## config.mk

```make
export PLATFORM = sky130hd
export DESIGN_NAME = fetch_ctrl
export DESIGN_NICKNAME = d
export VERILOG_FILES = /design/src/rtl/fetch_ctrl.sv
export SDC_FILE = /design/constraint.sdc
export NUM_CORES = 1
export LEC_CHECK = 0
export BUFFER_PORTS_ARGS = -buffer_cell sky130_fd_sc_hd__buf_2
export CORE_MARGIN = 2
export CORE_UTILIZATION = 50
export CTS_BUF_LIST = sky130_fd_sc_hd__clkbuf_4
export CTS_CLUSTER_SIZE = 14
export DETAILED_ROUTE_END_ITERATION = 10
export PLACE_DENSITY = 0.92
export SYNTH_ARGS = -nofsm -noshare
export SYNTH_HDL_FRONTEND = slang
export SYNTH_SLANG_ARGS = --single-unit
```

## constraint.sdc

```tcl
create_clock -name clk -period 2.7 [get_ports clk]
set_input_delay 0.54 -clock clk [delete_from_list [all_inputs] [get_ports clk]]
set_output_delay 0.54 -clock clk [all_outputs]
set_load 0.03 [all_outputs]
```

## src/rtl/fetch_ctrl.sv

```systemverilog
// Instruction-fetch and jump-issue controller: presents pc to the synchronous ROM,
// delivers each valid word one cycle later and steers the PC for jumps and HALT.
module fetch_ctrl #(
    parameter int          IW       = 16,
    parameter logic [3:0]  JMP_OPC  = 4'hA,
    parameter logic [3:0]  HALT_OPC = 4'hF
) (
    input  logic          clk,
    input  logic          rst,
    input  logic [7:0]    pc,
    input  logic [7:0]    regA_value,
    input  logic [IW-1:0] rom_data,
    input  logic          resume,
    output logic [7:0]    rom_addr,
    output logic [IW-1:0] instr,
    output logic [7:0]    instr_pc,
    output logic          instr_valid,
    output logic          is_jump,
    output logic [3:0]    jump_cond,
    output logic [7:0]    target_addr,
    output logic          halted,
    output logic [7:0]    squash_count
);

    typedef enum logic [1:0] {
        S_BOOT   = 2'd0,
        S_RUN    = 2'd1,
        S_SQUASH = 2'd2,
        S_HALT   = 2'd3
    } state_t;

    state_t     state;
    logic [7:0] addr_q;
    logic [7:0] halt_pc;
    logic [3:0] cond;
    logic [3:0] opc;
    logic [7:0] lit;
    logic       is_jmp_opc;
    logic       taken;

    assign rom_addr   = pc;
    assign cond       = rom_data[IW-1 -: 4];
    assign opc        = rom_data[IW-5 -: 4];
    assign lit        = rom_data[7:0];
    assign is_jmp_opc = (opc == JMP_OPC);
    // Must match the PC's own jump condition exactly, or the squash slot desyncs.
    assign taken      = is_jmp_opc &&
                        ((cond == 4'hF) || ((cond == 4'h1) && (regA_value == 8'd0)));
    assign halted     = (state == S_HALT);

    // instr_valid is a one-cycle strobe with no backpressure: downstream must
    // accept instr/instr_pc in the cycle the strobe is high.
    always_comb begin
        is_jump     = 1'b0;
        jump_cond   = 4'h0;
        target_addr = 8'h00;
        if (!rst) begin
            case (state)
                S_RUN: begin
                    if (is_jmp_opc) begin
                        is_jump     = 1'b1;
                        jump_cond   = cond;
                        target_addr = lit;
                    end
                end
                S_HALT: begin
                    is_jump     = 1'b1;
                    jump_cond   = 4'hF;
                    target_addr = resume ? (halt_pc + 8'd1) : halt_pc;
                end
                default: ;
            endcase
        end
    end

    always_ff @(posedge clk or posedge rst) begin
        if (rst) begin
            state        <= S_BOOT;
            addr_q       <= 8'h00;
            halt_pc      <= 8'h00;
            instr        <= '0;
            instr_pc     <= 8'h00;
            instr_valid  <= 1'b0;
            squash_count <= 8'h00;
        end else begin
            addr_q      <= pc;
            instr_valid <= 1'b0;
            case (state)
                S_BOOT: state <= S_RUN;
                S_RUN: begin
                    instr       <= rom_data;
                    instr_pc    <= addr_q;
                    instr_valid <= 1'b1;
                    if (taken) begin
                        state <= S_SQUASH;
                    end else if (opc == HALT_OPC) begin
                        halt_pc <= addr_q;
                        state   <= S_HALT;
                    end
                end
                S_SQUASH: begin
                    if (squash_count != 8'hFF)
                        squash_count <= squash_count + 8'd1;
                    state <= S_RUN;
                end
                S_HALT: begin
                    if (resume)
                        state <= S_SQUASH;
                end
                default: state <= S_BOOT;
            endcase
        end
    end

endmodule

```

==> results.md, run 1 <==
* HPWL after detailed placement at 3.799 mm
* Crit Path Class: reg -> out
* Startpoint Class: flip-flop
* Leakage power at 0.001553 uW
* Reg area at 1276 sq um
* Critical path's top delay family: flip-flops
* Startpoint of the worst hold path: pc[7]
* Final Util at 65.05%
* Unique masters post-synth at 30
* Synthesis Warnings at 0
* Final nets at 362
* Worst Path Buf+Inv at 1
* Via Count at 1954
* Area grow syn2layout at 23.65%
* CTS max path bufs at 2
* Net Count, Synth at 278
* Clock transition at the registers of the reported paths at 140 ps
* Global route overflow at 0
* Port Buffers at 89
* Worst Setup End Kind: output port
* Layout cells sized above 1 at 36.20%
* Slew headroom at 59.05%
* Cell Chain, Critical Path: and2b_1 > nand2_1 > o21ai_0 > buf_2
* Routed wire length at 5.177 mm
* Multi-input logic area at 927.1 sq um
* Antenna diode count at 0
* Setup TNS Final at 0 ps
* Asr flop ratio synth at 100.0%
* Post-detailed-route count of antenna-violating nets at 0
* Worst path slowest cell: dfrtp_1
* CTS tree: done
* Status: finished, final reports clean
* DRC errors left at 0
* Fmax at 0.4291 GHz
* PD cells at 1174 nW/um^2
* Hold buffer count at CTS at 0
* Max_cap viols at 0
* Placement row count at 24
* Vias/cell at 5.169
* Post-cts gate resize count at 0
* Number of synthesized flops with an enable pin at 0
* Netlist Area Pre-Place at 2322 sq um
* DRT iter0 DRCs at 90
* Root Buffer: clkbuf_4
* Start point of the critical path: state[0]$_DFFE_PP0P_
* H-tree depth at 2
* Sequential share of the synthesized area at 54.96%
* Leading cell type in the layout, fill and taps excluded: buf_2
* Final Setup Violations at 0
* Initial antenna violation count at 0
* HP Class: in -> reg
* Yosys reg bits at 51
* Most frequent cells in the layout: buf_2 (89), nand2_1 (84), dfrtp_1 (51)
* Worst skew pair latency at 370 ps
* Final period utilization at 86.31%
* Largest net degree at the start of global routing at 52
* Crit path DAT at 1790 ps
* Syn_area_per_cell at 9.636 sq um
* Initial Utilization at 52.61%
* Worst path max stage delay at 570 ps
* Final Hold Viols at 0
* Placer Congestion at 0.9076
* Wire per inst at 13.70 um
* Main synth FF type: dfrtp_1
* Worst vdd ir at 0.6516 mV
* Total CTS buffers at 5
* Die Width at 72.15 um
* Core area at 4414 sq um
* Crit path max fanout at 11
* CTS sink cnt at 51
* Vias in the first global route at 1891
* Worst-margin pin slew at 614.2 ps
* Gate count after technology mapping at 241
* Die Y at 72.15 um
* Final min period at 2330 ps
* Worst Skew at 14.61 ps
* Max Slew Vio Count at 0
* RSZ-0062 raised after global routing: no
* Ports at 90
* First-pass DRT Iterations at 4
* Setup bufs post-CTS at 0
* Fillers at 344
* Die area at 5206 sq um
* Reg2reg start: state[1]$_DFFE_PP0P_
* Total GRT Usage at 21.20%
* First-pass GRT wire length at 8.500 mm
* Req. time, crit path at 2160 ps
-- final cells by class --
cell class / instances / area share, %
clock buffers: 6 / 1.569
inverters: 5 / 0.7843
multi-input cells: 169 / 32.29
well taps: 52 / 2.266
flip-flops and latches: 51 / 44.44
repair buffers: 93 / 16.56
clock inverters: 2 / 2.092
-- final timing paths --
path | endpoint | slack (ps) | depth (start not counted)
min reg2reg | instr_pc[4]$_DFFE_PP0P_ | 480 | 2
min in group asynchronous | state[0]$_DFFE_PP0P_ | 360 | 3
max | target_addr[7] | 370 | 4
max in group asynchronous | halt_pc[5]$_DFFE_PP0P_ | 1920 | 3
max reg2reg | halt_pc[4]$_DFFE_PP0P_ | 880 | 5
min | addr_q[7]$_DFF_PP0_ | 290 | 1
-- logic make-up (layout without fill, tap and decap cells) --
family          count (synthesis)  after routing  synth area share [%]
buf+inv                        21            106                 5.118
flops                          51             51                 54.96
xor+xnor                       14             14                 5.280
mux                            10             10                 5.011
simple gates                  125            125                 23.28
fa+ha+maj                       2              2                 1.077
compound gates                 18             18                 5.281
-- registers in the layout (all words and copies together), names as in the netlist --
name	count
instr_pc	8
halt_pc	8
state	2
addr_q	8
squash_count	8
instr	16
instr_valid	1
-- cells in the mapped netlist, types with 5 or more instances --
library cell | count | area, sq um
nand3_1 | 9 | 45.04
xnor2_1 | 5 | 43.79
xor2_1 | 9 | 78.83
nor2_1 | 9 | 33.78
buf_4 | 9 | 67.56
a21oi_1 | 8 | 40.04
mux2_2 | 9 | 101.4
nand4_1 | 10 | 62.56
dfrtp_1 | 51 | 1276
buf_2 | 5 | 25.02
nand2_1 | 84 | 315.3
-- where the power goes --
group	switching, uW	internal, uW
combinational	1070	491
sequential	231	1050
clock	230	299
-- per-stage QoR --
stage          hold WS, ps  area [sq um]  instances  total power, uW  setup WS (ps)
6_report             286.7          2872        378             3371          369.7
5_1_grt              254.3          2872        378             3607          203.4
4_1_cts              272.3          2872        378             3408          383.2
3_5_place_dp         452.9          2766        370             2871          554.7
3_3_place_gp         454.5          2766        370             2821          606.1
2_1_floorplan        433.1          2326        241             2405          326.8
-- layer usage --
metal | part of all wire [%] | wire [um] | vias up | GRT usage [%]
li1 | - | - | 950 | -
met1 | 39 | 2041 | 909 | 24.95
met2 | 50 | 2611 | 84 | 36.19
met3 | 7.8 | 404 | 11 | 5.972
met4 | 2.3 | 120 | 0 | 9.224
met5 | 0 | 0 | - | 0
Power figures use the tool's default switching activity.
==> run 2: changes to the inputs <==
--- a/config.mk
+++ b/config.mk
@@ -7,11 +7,11 @@
 export LEC_CHECK = 0
 export BUFFER_PORTS_ARGS = -buffer_cell sky130_fd_sc_hd__buf_2
 export CORE_MARGIN = 2
-export CORE_UTILIZATION = 50
+export CORE_UTILIZATION = 45
 export CTS_BUF_LIST = sky130_fd_sc_hd__clkbuf_4
 export CTS_CLUSTER_SIZE = 14
 export DETAILED_ROUTE_END_ITERATION = 10
-export PLACE_DENSITY = 0.92
+export PLACE_DENSITY = 0.88
 export SYNTH_ARGS = -nofsm -noshare
 export SYNTH_HDL_FRONTEND = slang
 export SYNTH_SLANG_ARGS = --single-unit
==> constraint.sdc (replaced) <==
create_clock -name clk -period 2 [get_ports clk]
set_input_delay 0.4 -clock clk [delete_from_list [all_inputs] [get_ports clk]]
set_output_delay 0.4 -clock clk [all_outputs]
set_load 0.03 [all_outputs]
==> run 2 against run 1 <==
The run now ends with negative setup slack left. Combinational power up 51%. Total power up 34%. Clock skew down 2.9 ps. Final area up 3.3%. Cell count up 6.3%. Worst hold slack worse by 140 ps. Largest cell class unchanged.
==> results.md, run 2 (synthesis gave the netlist of run 1 again) <==
* First-pass GRT wire length at 8.369 mm (-1.5%)
* Placement row count at 26 (+8.3%)
* Startpoint Class: flip-flop
* Status: finished, violations left
* Antenna diode count at 0 (unchanged)
* DRT iter0 DRCs at 79 (-12%)
* CTS sink cnt at 51 (unchanged)
* Placer Congestion at 0.8095 (-11%)
* Crit path max fanout at 4 (-7)
* Largest net degree at the start of global routing at 52 (unchanged)
* Multi-input logic area at 964.7 sq um (+4.0%)
* H-tree depth at 2 (unchanged)
* Most frequent cells in the layout: nand2_1 (83), buf_2 (81), dfrtp_1 (49)
* Final period utilization at 101.9%
* Vias/cell at 5.047 (-2.4%)
* Wire per inst at 13.77 um (+0.57%)
* Layout cells sized above 1 at 40.36% (+4.2 points)
* Cell Chain, Critical Path: ha_4 > nand2_1 > xnor2_1 > nand2_1 > a21oi_1 > buf_4
* Start point of the critical path: halt_pc[1]$_DFFE_PP0P_
* Worst vdd ir at 0.8743 mV (+34%)
* Worst Setup End Kind: output port
* Max Slew Vio Count at 0 (unchanged)
* Worst skew pair latency at 370 ps (about the same)
* Final nets at 368 (+1.7%)
* Clock transition at the registers of the reported paths at 130 ps (about the same)
* CP most frequent cell: nand2_1
* Total GRT Usage at 19.62% (-1.6 points)
* Ports at 90 (unchanged)
* Post-detailed-route count of antenna-violating nets at 0 (unchanged)
* Reg area at 1279 sq um (+0.20%)
* PD cells at 1528 nW/um^2 (+30%)
* HP Class: in -> reg
* Via Count at 2029 (+3.8%)
* Area grow syn2layout at 27.75%
* Max FFs per register at 16 (unchanged)
* Total CTS buffers at 5 (unchanged)
* Vias in the first global route at 1832 (-3.1%)
* Final WS setup at -37.30 ps (-407.0 ps)
* Initial antenna violation count at 0 (unchanged)
* Worst Skew at 11.70 ps (-2.909 ps)
* Die area at 5751 sq um (+10%)
* Worst slack at placement at 164.6 ps (-390.1 ps)
* Violated checks: negative setup slack
* Worst path max stage delay at 470 ps (-100 ps)
* Startpoint of the worst hold path: pc[7]
* Worst-margin pin slew at 643.4 ps (+29.19 ps)
* Req. time, crit path at 1600 ps (-560 ps)
* Final Setup Violations at 4 (+4)
* Final min period at 2037 ps
* Placed cell area at 2811 sq um (+1.6%)
* HPWL after detailed placement at 3.924 mm (+3.3%)
* CTS tree: done
* Routed wire length at 5.537 mm (+7.0%)
* Leakage power at 0.001568 uW (+0.96%)
* Die Width at 75.84 um (+5.1%)
* Leading cell type in the layout, fill and taps excluded: nand2_1
* Hold buffer count at CTS at 0 (unchanged)
* Fmax at 0.4908 GHz
* RSZ-0062 raised after global routing: yes
* Reg2reg start: squash_count[0]$_DFFE_PP0P_
* DRC errors left at 0 (unchanged)
* Port Buffers at 89 (unchanged)
* CTS max path bufs at 2 (unchanged)
* Crit Path Class: reg -> out
* Initial Utilization at 46.05% (-6.6 points)
* Core area at 5042 sq um (+14%)
* Max_cap viols at 0 (unchanged)
* Crit path DAT at 1640 ps (-150 ps)
* First-pass DRT Iterations at 4 (unchanged)
* Reg with most FFs: instr
* Die Y at 75.84 um (+5.1%)
* Global route overflow at 0 (unchanged)
* Slew headroom at 57.11% (-1.9 points)
* Root Buffer: clkbuf_4
* Worst path slowest cell: dfrtp_2
* Final Hold Viols at 0 (unchanged)
* Fillers at 442 (+28%)
* Finished Cell Area at 2967 sq um (+3.3%)
## run 2: cell count changes in the layout (fill, tap and decap cells not counted), moves of 4 or more
cell     change
buf_4       +10
buf_6        +4
buf_2        -8
o21ai_0      -4
## run 2: worst max-delay path, delay by kind of cell (launching register included)
kind                     cells  cell delay, ps
AND/OR/NAND/NOR              2             170
flip-flops                   1             470
adder cells (fa/ha/maj)      1             180
XOR/XNOR                     1             130
buffers and inverters        1             180
AO/OA/AOI/OAI                1             140
## run 2: area by class of cell
cell class                 instances  area share (%)
clock inverter                     1          0.1687
multi-input combinational        169           32.52
sequential                        51           43.10
tap                               70           2.952
inverter                           5          0.7592
timing repair buffer              99           18.73
clock buffer                       7           1.771
## run 2: worst paths after layout
| kind | endpoint | slack [ps] | cells after the start |
|---|---|---|---|
| min reg2reg | instr_pc[5]$_DFFE_PP0P_ | 480 | 2 |
| max reg2reg | squash_count[1]$_DFFE_PP0P_ | 500 | 4 |
| max | target_addr[2] | -40 | 6 |
| min in group asynchronous | halt_pc[0]$_DFFE_PP0P_ | 220 | 3 |
| min | addr_q[7]$_DFF_PP0_ | 140 | 1 |
| max in group asynchronous | halt_pc[1]$_DFFE_PP0P_ | 1300 | 3 |
## run 2: what timing repair did
action	CTS	global route
gates resized for setup	14	15
setup endpoints to repair	8	13
pin swaps	8	9
setup buffers	3	1
## run 2: stage by stage
stage | total power, uW | hold WS, ps | setup TNS, ps | cells | util (%)
3_5_place_dp | 3913 | 456.5 | 0 | 391 | 55.76
3_3_place_gp | 3853 | 449.8 | 0 | 391 | 55.76
4_1_cts | 4482 | 133.4 | -81.24 | 402 | 58.01
6_report | 4532 | 143.3 | -71.51 | 402 | 58.83
5_1_grt | 4843 | 121.2 | -541.5 | 402 | 58.83
2_1_floorplan | 3247 | 431.4 | -372.7 | 241 | -
## run 2: per-layer routing
layer | global-route usage [%] | vias to the layer above | part of all wire (%)
li1 | - | 969 | -
met1 | 22.53 | 955 | 40
met2 | 34.39 | 90 | 50
met3 | 5.556 | 15 | 7.5
met4 | 7.797 | 0 | 2.3
met5 | 0 | - | 0
## run 2: where the power goes
part	switching, uW	internal (uW)	leakage, uW
combinational	1560	797	0.000914
clock	310	165	0.0000361
sequential	283	1420	0.000618
total	2150	2380	0.00157
